$ cat src/rtl/track_scanline_renderer.sv
// Per-scanline road renderer for the VGA pipeline.
// During horizontal blank it fetches a track descriptor for the next line
// and turns it into saturated section edges and lane divider positions.
// In the visible part of the line it walks the sections left to right and
// drives one registered 12-bit colour per pixel.
module track_scanline_renderer #(
   parameter int          H_ACTIVE   = 640,
   parameter int          H_TOTAL    = 800,
   parameter int          V_ACTIVE   = 480,
   parameter int          HORIZON    = 240,
   parameter int          XW         = 10,
   parameter int          LANES      = 2,
   parameter int          MARK_W     = 4,
   parameter logic [11:0] SKY_RGB    = 12'h00F,
   parameter logic [11:0] GRASS_RGB  = 12'h0F0,
   parameter logic [11:0] ROAD_RGB   = 12'h333,
   parameter logic [11:0] MARK_RGB   = 12'hFFF,
   parameter logic [11:0] KERB_A_RGB = 12'hFFF,
   parameter logic [11:0] KERB_B_RGB = 12'hF00
) (
   input  logic          pixel_clk,
   input  logic          reset_n,
   input  logic [XW-1:0] DrawX,
   input  logic [XW-1:0] DrawY,
   output logic          desc_req,
   output logic [XW-1:0] desc_line,
   input  logic          desc_valid,
   input  logic [XW-1:0] desc_center,
   input  logic [XW-1:0] desc_half,
   input  logic [XW-1:0] desc_kerb,
   input  logic          desc_stripe,
   output logic          desc_miss,
   output logic [3:0]    red,
   output logic [3:0]    green,
   output logic [3:0]    blue
);

   localparam int XW1        = XW + 1;
   localparam int LOG2_LANES = $clog2(LANES);

   // Column / line landmarks at the working width.
   localparam logic [XW-1:0] ZERO_X     = XW'(0);
   localparam logic [XW-1:0] ONE_X      = XW'(1);
   localparam logic [XW-1:0] X_ACT      = XW'(H_ACTIVE);
   localparam logic [XW-1:0] X_DEADLINE = XW'(H_TOTAL - 4);
   localparam logic [XW-1:0] Y_REQ_LO   = XW'(HORIZON - 1);
   localparam logic [XW-1:0] Y_REQ_HI   = XW'(V_ACTIVE - 1);
   localparam logic [XW-1:0] Y_HORIZON  = XW'(HORIZON);
   localparam logic [XW-1:0] Y_ACT      = XW'(V_ACTIVE);
   localparam logic [XW:0]   X_ACT_W    = XW1'(H_ACTIVE);
   localparam logic [XW:0]   MARK_W_W   = XW1'(MARK_W);

   typedef enum logic [2:0] {
      ST_SKY     = 3'd0,
      ST_GRASS_L = 3'd1,
      ST_KERB_L  = 3'd2,
      ST_ROAD    = 3'd3,
      ST_KERB_R  = 3'd4,
      ST_GRASS_R = 3'd5,
      ST_BLANK   = 3'd6
   } section_t;

   // Handshake state and latched descriptor.
   logic          desc_req_r;
   logic [XW-1:0] desc_line_r;
   logic          desc_miss_r;
   logic          edge_upd_r;
   logic [XW-1:0] center_r;
   logic [XW-1:0] half_r;
   logic [XW-1:0] kerb_w_r;
   logic          stripe_r;
   logic          accept_s;
   logic          deadline_s;

   // Edge geometry used while drawing; only refreshed in blank.
   logic [XW-1:0] road_l_s, road_r_s, kerb_l_s, kerb_r_s, lane_w_s;
   logic [XW-1:0] lane_pos_s [LANES];
   logic [XW-1:0] road_l_r, road_r_r, kerb_l_r, kerb_r_r;
   logic [XW-1:0] lane_pos_r [LANES];
   logic          draw_stripe_r;

   // Renderer state.
   section_t      sec_r;
   section_t      sec_next_s;
   logic          in_mark_s;
   logic [11:0]   rgb_r;

   // Clamp a widened result into 0..H_ACTIVE.
   function automatic logic [XW-1:0] clamp_x(input logic [XW:0] v);
      return (v > X_ACT_W) ? X_ACT : v[XW-1:0];
   endfunction

   // Saturating a+b, ceiling H_ACTIVE.
   function automatic logic [XW-1:0] sat_add(input logic [XW-1:0] a, input logic [XW-1:0] b);
      logic [XW:0] sum;
      sum = {1'b0, a} + {1'b0, b};
      return clamp_x(sum);
   endfunction

   // Saturating a-b, floor 0 and ceiling H_ACTIVE.
   function automatic logic [XW-1:0] sat_sub(input logic [XW-1:0] a, input logic [XW-1:0] b);
      logic [XW:0] diff;
      diff = (b > a) ? {XW1{1'b0}} : {1'b0, a - b};
      return clamp_x(diff);
   endfunction

   // Walk the section chain for one column; zero-width sections fall
   // through in the same cycle because each test sees the updated state.
   function automatic section_t step_section(
      input section_t      cur,
      input logic [XW-1:0] x,
      input logic [XW-1:0] y,
      input logic [XW-1:0] kerb_l,
      input logic [XW-1:0] road_l,
      input logic [XW-1:0] road_r,
      input logic [XW-1:0] kerb_r
   );
      section_t s;
      s = cur;
      if (x == X_ACT) begin
         s = ST_BLANK;
      end else begin
         if (x == ZERO_X) begin
            s = ((y < Y_HORIZON) || (y >= Y_ACT)) ? ST_SKY : ST_GRASS_L;
         end else begin
            s = s;
         end
         if ((s == ST_GRASS_L) && (x >= kerb_l)) s = ST_KERB_L;
         else                                    s = s;
         if ((s == ST_KERB_L) && (x >= road_l))  s = ST_ROAD;
         else                                    s = s;
         if ((s == ST_ROAD) && (x >= road_r))    s = ST_KERB_R;
         else                                    s = s;
         if ((s == ST_KERB_R) && (x >= kerb_r))  s = ST_GRASS_R;
         else                                    s = s;
      end
      return s;
   endfunction

   // Colour lookup for a section.
   function automatic logic [11:0] section_rgb(input section_t s, input logic stripe, input logic mark);
      logic [11:0] c;
      case (s)
         ST_SKY:                 c = SKY_RGB;
         ST_GRASS_L, ST_GRASS_R: c = GRASS_RGB;
         ST_KERB_L, ST_KERB_R:   c = stripe ? KERB_A_RGB : KERB_B_RGB;
         ST_ROAD:                c = (stripe && mark) ? MARK_RGB : ROAD_RGB;
         ST_BLANK:               c = 12'h000;
         default:                c = 12'h000;
      endcase
      return c;
   endfunction

   // Acceptance is only legal before the deadline column; at and after it
   // an outstanding request times out instead, so the two never coincide.
   assign accept_s   = desc_req_r & desc_valid & (DrawX < X_DEADLINE);
   assign deadline_s = desc_req_r & (DrawX >= X_DEADLINE);

   // Descriptor request / accept / deadline handshake.
   always_ff @(posedge pixel_clk or negedge reset_n) begin
      if (!reset_n) begin
         desc_req_r  <= 1'b0;
         desc_line_r <= ZERO_X;
         desc_miss_r <= 1'b0;
         edge_upd_r  <= 1'b0;
         center_r    <= ZERO_X;
         half_r      <= ZERO_X;
         kerb_w_r    <= ZERO_X;
         stripe_r    <= 1'b0;
      end else begin
         desc_miss_r <= 1'b0;
         edge_upd_r  <= accept_s | deadline_s;
         if (accept_s) begin
            desc_req_r <= 1'b0;
            center_r   <= desc_center;
            half_r     <= desc_half;
            kerb_w_r   <= desc_kerb;
            stripe_r   <= desc_stripe;
         end else if (deadline_s) begin
            desc_req_r  <= 1'b0;
            desc_miss_r <= 1'b1;
         end else if ((DrawX == X_ACT) && (DrawY >= Y_REQ_LO) && (DrawY < Y_REQ_HI)) begin
            desc_req_r  <= 1'b1;
            desc_line_r <= DrawY + ONE_X;
         end
      end
   end

   // Saturated edge and divider arithmetic from the latched descriptor.
   always_comb begin
      road_l_s = sat_sub(center_r, half_r);
      road_r_s = sat_add(center_r, half_r);
      kerb_l_s = sat_sub(road_l_s, kerb_w_r);
      kerb_r_s = sat_add(road_r_s, kerb_w_r);
      lane_w_s = clamp_x({half_r, 1'b0} >> LOG2_LANES);
      lane_pos_s[0] = road_l_s;
      for (int i = 1; i < LANES; i++) begin
         lane_pos_s[i] = sat_add(lane_pos_s[i-1], lane_w_s);
      end
   end

   // Edge registers, refreshed one cycle after accept or deadline (in blank).
   always_ff @(posedge pixel_clk or negedge reset_n) begin
      if (!reset_n) begin
         road_l_r      <= ZERO_X;
         road_r_r      <= ZERO_X;
         kerb_l_r      <= ZERO_X;
         kerb_r_r      <= ZERO_X;
         draw_stripe_r <= 1'b0;
         for (int i = 0; i < LANES; i++) lane_pos_r[i] <= ZERO_X;
      end else if (edge_upd_r) begin
         road_l_r      <= road_l_s;
         road_r_r      <= road_r_s;
         kerb_l_r      <= kerb_l_s;
         kerb_r_r      <= kerb_r_s;
         draw_stripe_r <= stripe_r;
         for (int i = 0; i < LANES; i++) lane_pos_r[i] <= lane_pos_s[i];
      end
   end

   // Lane marker hit: position 0 is the left road edge, dividers are 1..LANES-1.
   always_comb begin
      in_mark_s = 1'b0;
      for (int k = 0; k < LANES; k++) begin
         in_mark_s = in_mark_s | ((k > 0) &&
                     ({1'b0, DrawX} >= {1'b0, lane_pos_r[k]}) &&
                     ({1'b0, DrawX} <  ({1'b0, lane_pos_r[k]} + MARK_W_W)));
      end
   end

   assign sec_next_s = step_section(sec_r, DrawX, DrawY, kerb_l_r, road_l_r, road_r_r, kerb_r_r);

   // Section FSM with registered colour output.
   always_ff @(posedge pixel_clk or negedge reset_n) begin
      if (!reset_n) begin
         sec_r <= ST_BLANK;
         rgb_r <= 12'h000;
      end else begin
         sec_r <= sec_next_s;
         rgb_r <= section_rgb(sec_next_s, draw_stripe_r, in_mark_s);
      end
   end

   assign desc_req  = desc_req_r;
   assign desc_line = desc_line_r;
   assign desc_miss = desc_miss_r;
   assign red       = rgb_r[11:8];
   assign green     = rgb_r[7:4];
   assign blue      = rgb_r[3:0];

endmodule

$ cat config.mk
export PLATFORM = sky130hd
export DESIGN_NAME = track_scanline_renderer
export DESIGN_NICKNAME = d
export VERILOG_FILES = /design/src/rtl/track_scanline_renderer.sv
export SDC_FILE = /design/constraint.sdc
export NUM_CORES = 1
export LEC_CHECK = 0
export BUFFER_PORTS_ARGS = -buffer_cell sky130_fd_sc_hd__buf_4
export CAP_MARGIN = 20
export CORE_ASPECT_RATIO = 0.8
export CORE_MARGIN = 2
export CORE_UTILIZATION = 47
export CTS_CLUSTER_SIZE = 28
export DETAILED_ROUTE_END_ITERATION = 10
export PLACE_DENSITY = 0.77
export SYNTH_ARGS = -nofsm -noshare
export SYNTH_HDL_FRONTEND = slang
export SYNTH_SLANG_ARGS = --single-unit
$ cat constraint.sdc
create_clock -name pixel_clk -period 15.4 [get_ports pixel_clk]
set_clock_uncertainty 0.15 [all_clocks]
set_input_delay 3.08 -clock pixel_clk [delete_from_list [all_inputs] [get_ports pixel_clk]]
set_output_delay 3.08 -clock pixel_clk [all_outputs]
set_load 0.01 [all_outputs]
### Word-level counts from Yosys, hierarchy flattened

Cells that the tools add are included.

* bits in registers: 110
* bits of input ports: 54
* output and inout bits: 24
* logic and storage cells: 101

* add/subtract/negate cells: 7
* order comparisons: 20
* equal/unequal tests: 10
* muxes and demuxes: 27
* bitwise operators: 6
* reductions and logical operators: 15

Operator list (count)
* $mux W10: 8
* $ge A10 B10 Y1: 5
* $pmux W12 S4: 1
* $add A10 B10 Y11: 3
* $gt A11 B10 Y1 const B: 3
* $gt A10 B10 Y1 const B: 3
* $mux W3: 10
* $gt A10 B10 Y1: 2
* $sub A10 B10 Y10: 2
* $eq A3 B2 Y1 const B: 4
* $mux W12: 1
* $add A10 B3 Y11 const B: 1
* $lt A10 B11 Y1: 1
* $add A10 B1 Y10 const B: 1
* $eq A10 B10 Y1 const B: 1
* $ge A10 B10 Y1 const B: 1
* $ge A10 B8 Y1 const B: 1
* $ge A10 B9 Y1 const B: 1
* $logic_not A10 Y1: 1
* $lt A10 B10 Y1 const B: 1
* $lt A10 B8 Y1 const B: 1
* $lt A10 B9 Y1 const B: 1
* $eq A3 B3 Y1 const B: 3
* $logic_and A1 B1 Y1: 8
* other kinds (11): 21

### Logic depth before layout (Yosys ltp)

Gate-level depths: netlist of the first run.

* word-level depth: 24
* depth in mapped cells: 23
* depth with buffers taken out: 23

### Least setup slack after synthesis of the first run

Ideal clock, no wire load.

* path kind: input-to-reg
* start: input port DrawX[7]
* end: register rgb_r[5]
* setup time: 0.068 ns
* data arrival time: 5.254 ns
* required time: 15.182 ns
* slack: 9.928 ns
* stages on the path: 9
* path buffers: 0
* path through: ha_1 a211oi_1 nor2_1 or3_1 a31o_1 and4b_4 or4_4 o22ai_1 nand2b_1

* word-level cells in the longest chain between the ends: 22
* elaborated cells between the ends (all ways): 33
* those cells by class: 4 x order compare; 10 x eq/ne; 11 x mux; 8 x reduce/logical

Ends and longest elaborated chain
* from (decl): line 23 `input logic [XW-1:0] DrawX,`
* $logic_not A10 Y1: line 123 `if (x == ZERO_X) begin`
* $mux W3: line 123
* $mux W3: line 120 `if (x == X_ACT) begin`
* $eq A3 B1 Y1: line 128 `if ((s == ST_GRASS_L) && (x >= kerb_l)) s = ST_KERB_L;`
* $logic_and A1 B1 Y1: line 128
* $mux W3: line 128
* $mux W3: line 120
* $eq A3 B2 Y1: line 130 `if ((s == ST_KERB_L) && (x >= road_l)) s = ST_ROAD;`
* [6 not listed]
* $mux W3: line 120
* $eq A3 B3 Y1: line 134 `if ((s == ST_KERB_R) && (x >= kerb_r)) s = ST_GRASS_R;`
* $logic_and A1 B1 Y1: line 134
* $mux W3: line 134
* $mux W3 *: line 120
* $eq A3 B2 Y1 (tied with other cells): line 143 `case (s)`
* $reduce_or A2 Y1: line 143
* $pmux W12 S4 *: line 143
* to (signal assigned): line 240 `rgb_r <= section_rgb(sec_next_s, draw_stripe_r, in_mark_s);`
* to (decl): line 86 `logic [11:0] rgb_r;`

Mark *: on every way between the ends. The rest lies on a longest branch, timed or not. The select of a mux whose other input is x is not followed.
A chain may end at the register's enable or synchronous reset.

### Worst setup path after layout of the first run

* start: register half_r[0]
* end: register kerb_r_r[5]

* word-level cells in the longest chain between the ends: 6

Ends and longest elaborated chain
* from (decl): line 69 `logic [XW-1:0] half_r;`
* from (signal assigned): line 176 `half_r <= desc_half;`
* $add A10 B10 Y11 *: line 96 `sum = {1'b0, a} + {1'b0, b};`
* $gt A11 B10 Y1: line 90 `return (v > X_ACT_W) ? X_ACT : v[XW-1:0];`
* $mux W10 *: line 90
* named net road_r_s[0]: line 76 `logic [XW-1:0] road_l_s, road_r_s, kerb_l_s, kerb_r_s, lane_w_s;`
* $add A10 B10 Y11 *: line 96
* $gt A11 B10 Y1: line 90
* $mux W10 *: line 90
* to (signal assigned): line 215 `kerb_r_r <= kerb_r_s;`
* to (decl): line 78 `logic [XW-1:0] road_l_r, road_r_r, kerb_l_r, kerb_r_r;`

Mark *: on every way through the listed nets, which the timed path passes. The rest lies on a longest branch.

==> results of run 1 <==
==> state kept, by name, summed over array words and instances, names as in the netlist <==
signal,cells
road_r_r,10
road_l_r,10
center_r,10
edge_upd_r,1
lane_pos_r,10
kerb_l_r,10
desc_miss,1
stripe_r,1
rgb_r,6
sec_r,3
half_r,10
draw_stripe_r,1
kerb_r_r,10
desc_line,10
desc_req,1
kerb_w_r,10
==> synthesized netlist by cell type (all sizes together), types with 5 or more instances <==
library cell	number
a2111oi	6
and3	9
and2	12
o31ai	5
o22ai	14
a21oi	47
nand3	16
nand4	9
a211oi	14
fa	5
xnor2	36
nor2	59
nand2	75
a32o	5
nor3	20
dfrtp	102
o21ai	75
a31oi	10
xor2	10
inv	92
nand2b	15
o21a	8
mux2i	5
o211ai	5
a22o	11
clkbuf	17
buf	9
nor2b	7
nor4	7
or2	5
ha	113
mux2	17
a21o	16
==> worst max-delay path, delay by kind of cell (launching register included) <==
kind / cells / cell delay (ns)
fa+ha+maj: 4 / 1.28
mux: 1 / 0.22
flops: 1 / 0.40
xor+xnor: 1 / 0.21
simple gates: 4 / 0.80
buf+inv: 1 / 0.06
compound gates: 10 / 2.68
==> area by class of cell <==
cell class / instances / area, um^2 / share of cell area
sequential: 104 / 2610 / 0.281
clock inverter: 5 / 104 / 0.0112
tap: 225 / 282 / 0.0303
timing repair buffer: 80 / 613 / 0.0661
inverter: 92 / 345 / 0.0372
multi-input combinational: 693 / 5090 / 0.549
clock buffer: 11 / 233 / 0.0251
==> metrics by stage <==
step / cell area, um^2 / power (uW) / hold WS (ns)
after floorplan: 8160 / 630 / 0.309
after global placement: 8920 / 734 / 0.316
after detailed placement: 8920 / 747 / 0.322
after CTS: 9260 / 1010 / 0.337
after global routing: 9280 / 1080 / 0.365
final: 9280 / 1010 / 0.331
==> metal layers <==
metal / wire length [um] / vias up / global-route usage
met1: 9750 / 3255 / 0.339
li1: - / 3410 / -
met5: 0 / - / 0
met4: 193 / 0 / 0.0532
met3: 1340 / 16 / 0.0491
met2: 8450 / 189 / 0.318
==> final timing paths <==
kind,end,slack (ns)
setup / recovery,kerb_r_r[5],9.53
hold / removal,desc_line[6],0.33
setup reg to reg,kerb_r_r[5],9.53
hold reg to reg,desc_line[6],0.33
max in group asynchronous,rgb_r[1],11.35
min in group asynchronous,center_r[7],2.50
==> placed cells by master (no fill, tap or decap), types with 5 or more instances in the layout <==
master     netlist  routed
nor2_1          59      58
mux2i_1          5       5
o22ai_1         14      14
a31oi_1         10      10
nand2_1         75      75
nand4_1          9       9
dfrtp_1        102     102
a211oi_1        14      14
buf_4            6      79
a32o_1           5       5
fa_1             5       5
xnor2_1         36      36
ha_1           113     113
nor4_1           6       6
nor2b_1          7       7
a2111oi_0        6       6
mux2_2          16      16
xor2_1          10      10
inv_1           91      91
a21oi_1         46      46
nand2b_1        15      15
o21a_1           8       8
or2_2            5       5
o21ai_0         74      74
o31ai_1          5       5
a21o_1          16      16
and3_1           9       9
o211ai_1         5       5
a22o_1          11      11
and2_1          11      11
nor3_1          19      19
clkbuf_16        0       9
nand3_1         15      15
==> report_power, final <==
part | leakage (uW) | total, uW | internal [uW] | switching, uW
logic | 0.00284 | 440 | 177 | 262
clock network | 0.000164 | 263 | 159 | 104
registers | 0.00133 | 310 | 294 | 16.5
==> cells by family (layout without fill, tap and decap cells) <==
logic type	after synthesis	after routing	synth area share
AO/OA/AOI/OAI	254	254	0.204
AND/OR/NAND/NOR	253	253	0.155
adder cells (fa/ha/maj)	118	118	0.185
buffers and inverters	118	188	0.0575
flip-flops	104	104	0.319
XOR/XNOR	46	46	0.0494
multiplexers	22	22	0.0296
==> flow_summary.json, run 1 <==
{
  "outcome": "finished clean",
  "grt_max_degree": 73,
  "grt_use_total": 0.222,
  "synth_warnings": 0,
  "ys_async_sr_fraction": 1.00,
  "ant_nets": 0,
  "syn_nets": 1087,
  "synth.top_cell.area_share": 0.313,
  "clk_latency_ns": 0.36,
  "antenna_cells": 0,
  "end_kind": "register",
  "cts_root_buf": "clkbuf_16",
  "synth_seq_cells": 104,
  "whs_path_depth": 2,
  "antenna_found_initial": 0,
  "path_cells": "ha_1 -> inv_1 -> fa_1 -> o21bai_1 -> a211oi_1 -> nor3_1 -> nor2_1 -> xnor2_1 -> a32o_1 -> a21oi_2 -> nor2_1 -> ha_1 -> fa_1 -> a211o_1 -> a211oi_1 -> o21bai_1 -> a21o_1 -> a2111oi_0 -> mux2i_1 -> nand2_1 -> a22o_1",
  "vdd.ir_drop.worst_uv": 102,
  "io_buffers": 77,
  "rsz0062_at_grt": "false",
  "crit_path_start_kind": "register",
  "io_pins": 78,
  "setup-violations-final": 0,
  "finalSetupTns_ns": 0,
  "fin_ws_ns": 9.53,
  "synth_area_um2": 8160,
  "final_cells": 1210,
  "post_cts_resized": 0,
  "cp_slowest_cell": "a21oi_2",
  "cts.sinks": 104,
  "fin_crit_ns": 5.87,
  "wl_um": 19700,
  "post_cts_buffers": 0,
  "ctsHoldBuffers": 0,
  "worst_slew_pin_slew_ns": 0.897,
  "worstHoldStart": "desc_line[6]",
  "period_share": 0.381,
  "via_count": 6870,
  "seq_area_frac_synth": 0.319,
  "crit_type": "reg2reg",
  "cp-startpoint": "half_r[0]",
  "drcViolationCount": 0,
  "gp_congestion": 0.928,
  "dr.first_iter.drc_count": 551,
  "dieArea_um2": 18400,
  "synth_flop_cell": "dfrtp_1",
  "die_w_um": 151,
  "wl_per_cell_um": 16.3,
  "final_nets": 1152,
  "hold_violations": 0,
  "cts_buffers": 9,
  "critical_path_required_ns": 15.54,
  "cts.reportedPaths.clkPinSlew_ns": 0.07,
  "avgViaCountPerCell": 5.68,
  "grt_pass1_vias": 6162,
  "ff2ff_path_depth": 21,
  "numPlacedInstances": 1193,
  "die_h_um": 122,
  "power.density_nw_per_um2": 109,
  "post-dp-hpwl_um": 15600,
  "core_area_um2": 17200,
  "critPathArrivalTime_ns": 6.01,
  "cts_tree": "built",
  "r2r-start": "half_r[0]",
  "crit_fanout": 16,
  "synth_area_leaders": "dfrtp_1 31%, ha_1 17%, o21ai_0 4.5%",
  "slew_viol_final": 0,
  "timing.fmax_ghz": 0.170,
  "yosysTopAreaCell": "dfrtp_1",
  "drive_gt1_frac": 0.130,
  "p_leak_uw": 0.00433,
  "htreeDepth": 3,
  "fillers": 1553,
  "synth-edff-count": 0,
  "fin_util": 0.540,
  "clockBufferDepth": 2,
  "rows": 43,
  "grt_pass1_wl_um": 31900,
  "hold_path_class": "reg2reg",
  "synthDistinctLibCells": 78,
  "place_ws_ns": 9.58,
  "synthCells": 915,
  "drtPass1Iterations": 5,
  "drv_cap": 0,
  "syn_area_per_cell_um2": 8.92,
  "syn2layout_area_growth_pct": 13.7,
  "max_stage_delay_ns": 0.60,
  "overflow": 0,
  "initial_core_util": 0.476,
  "relSlewSlack": 0.402
}
(Power assumes the default switching activity.)
==> run 2: changes to the inputs <==
- clock period: 15.4 -> 6 ns (I/O delays scaled with it)
==> flow_summary.json, run 2 (same netlist as run 1, synthesis figures left out) <==
{
  "cts_buffers": 9,
  "grt_pass1_wl_um": 32000,
  "clockBufferDepth": 2,
  "layout_commonest_cell": "ha_1",
  "drv_cap": 0,
  "ant_nets": 0,
  "hold_violations": 0,
  "post-dp-hpwl_um": 15500,
  "hold_path_class": "reg2reg",
  "rows": 43,
  "crit_path_start_kind": "register",
  "power.density_nw_per_um2": 274,
  "place_ws_ns": 0.632,
  "overflow": 0,
  "path_cells": "inv_1 -> ha_1 -> inv_1 -> fa_1 -> a21o_1 -> a211oi_1 -> o21ai_0 -> a211oi_1 -> a31oi_1 -> nand2b_1 -> a21o_1 -> or2_2 -> ha_1 -> inv_1 -> fa_1 -> nand3_1 -> nand2_1 -> a31oi_1 -> o21ai_0 -> a211oi_1 -> nor2_1 -> a32o_1",
  "fin_crit_ns": 5.47,
  "crit_type": "reg2reg",
  "post_cts_resized": 0,
  "slew_viol_final": 0,
  "r2r-start": "center_r[0]",
  "grt_use_total": 0.224,
  "drive_gt1_frac": 0.133,
  "finalSetupTns_ns": 0,
  "timing.fmax_ghz": 0.183,
  "dieArea_um2": 18400,
  "crit_fanout": 7,
  "die_w_um": 151,
  "critPathArrivalTime_ns": 5.58,
  "grt_pass1_vias": 6296,
  "cts_root_buf": "clkbuf_16",
  "path_delay_family": "compound AO/OA/AOI/OAI gates",
  "end_kind": "register",
  "grt_max_degree": 68,
  "period_share": 0.911,
  "cts_tree": "built",
  "drtPass1Iterations": 5,
  "avgViaCountPerCell": 5.77,
  "final_cell_mix": "113 x ha_1, 102 x dfrtp_1, 91 x inv_1",
  "io_buffers": 77,
  "vdd.ir_drop.worst_uv": 212,
  "cp_slowest_cell": "a211oi_1",
  "cp-startpoint": "center_r[0]",
  "cts.sinks": 104,
  "via_count": 6986,
  "relSlewSlack": 0.387,
  "die_h_um": 122,
  "critical_path_required_ns": 6.11,
  "outcome": "finished clean",
  "p_leak_uw": 0.00431,
  "gp_congestion": 0.882,
  "drcViolationCount": 0,
  "wl_per_cell_um": 16.6,
  "clk_latency_ns": 0.37,
  "setup-violations-final": 0,
  "post_cts_buffers": 0,
  "io_pins": 78,
  "fin_ws_ns": 0.531,
  "dr.first_iter.drc_count": 502,
  "cts.reportedPaths.clkPinSlew_ns": 0.07,
  "htreeDepth": 3,
  "core_area_um2": 17200,
  "final_nets": 1153,
  "worst-path-buf-inv": 3,
  "rsz0062_at_grt": "false",
  "antenna_found_initial": 0,
  "max_stage_delay_ns": 0.57,
  "worstHoldStart": "desc_line[2]",
  "syn2layout_area_growth_pct": 13.2,
  "placed_area_um2": 8930,
  "antenna_cells": 0,
  "stdcell_area_um2": 9240,
  "ctsHoldBuffers": 0,
  "wl_um": 20100,
  "initial_core_util": 0.476,
  "worst_slew_pin_slew_ns": 0.914
}
## run 2: cell types whose count changed in the layout (fill, tap and decap cells not counted), sizes merged
cell / before / now
clkbuf: 11 / 9
buf: 80 / 81
clkinvlp: 0 / 3
clkinv: 1 / 2
bufinv: 3 / 1
## run 2: worst paths after layout
kind	cells after the start	slack, ns	to
max	22	0.53	kerb_l_r[1]
min	2	0.33	desc_line[2]
max reg2reg	22	0.53	kerb_l_r[1]
min reg2reg	2	0.33	desc_line[2]
max in group asynchronous	2	3.87	road_r_r[0]
min in group asynchronous	1	0.78	center_r[7]
## run 2: through the flow
step	instances	total power, uW	utilization	hold WS, ns
finish	1211	2530	0.538	0.334
floorplan	915	1620	-	0.309
global route	1211	2690	0.538	0.356
CTS	1211	2530	0.538	0.339
detailed placement	1195	1910	0.521	0.322
global placement	1195	1890	0.521	0.315
## run 2: tightest hold or removal path, cell delays in order, from the launching register on
cell     delay (ns)
dfrtp_1        0.35
nand2_1        0.05
o21ai_0        0.06
## run 2: report_power, final
group	switching, uW	total (uW)	leakage (uW)	internal, uW
clock	287	615	0.000140	328
combinational	661	1120	0.00284	463
sequential	40.5	794	0.00133	754
## run 2: final cells by class
cell class | count | area (um^2)
sequential | 104 | 2610
clock inverter | 7 | 81.3
multi-input combinational | 693 | 5090
clock buffer | 9 | 225
tap | 225 | 282
inverter | 92 | 345
fill | 1572 | 7920
timing repair buffer | 81 | 608
## run 2: per-layer routing
metal  wire length, um  global-route usage  up-vias  share of wire
met4               253              0.0543        0          0.013
met1              9650               0.331     3324           0.48
met2              8710               0.330      235           0.43
met5                 0                   0        -              0
li1                  -                   -     3404              -
met3              1530              0.0554       23          0.076
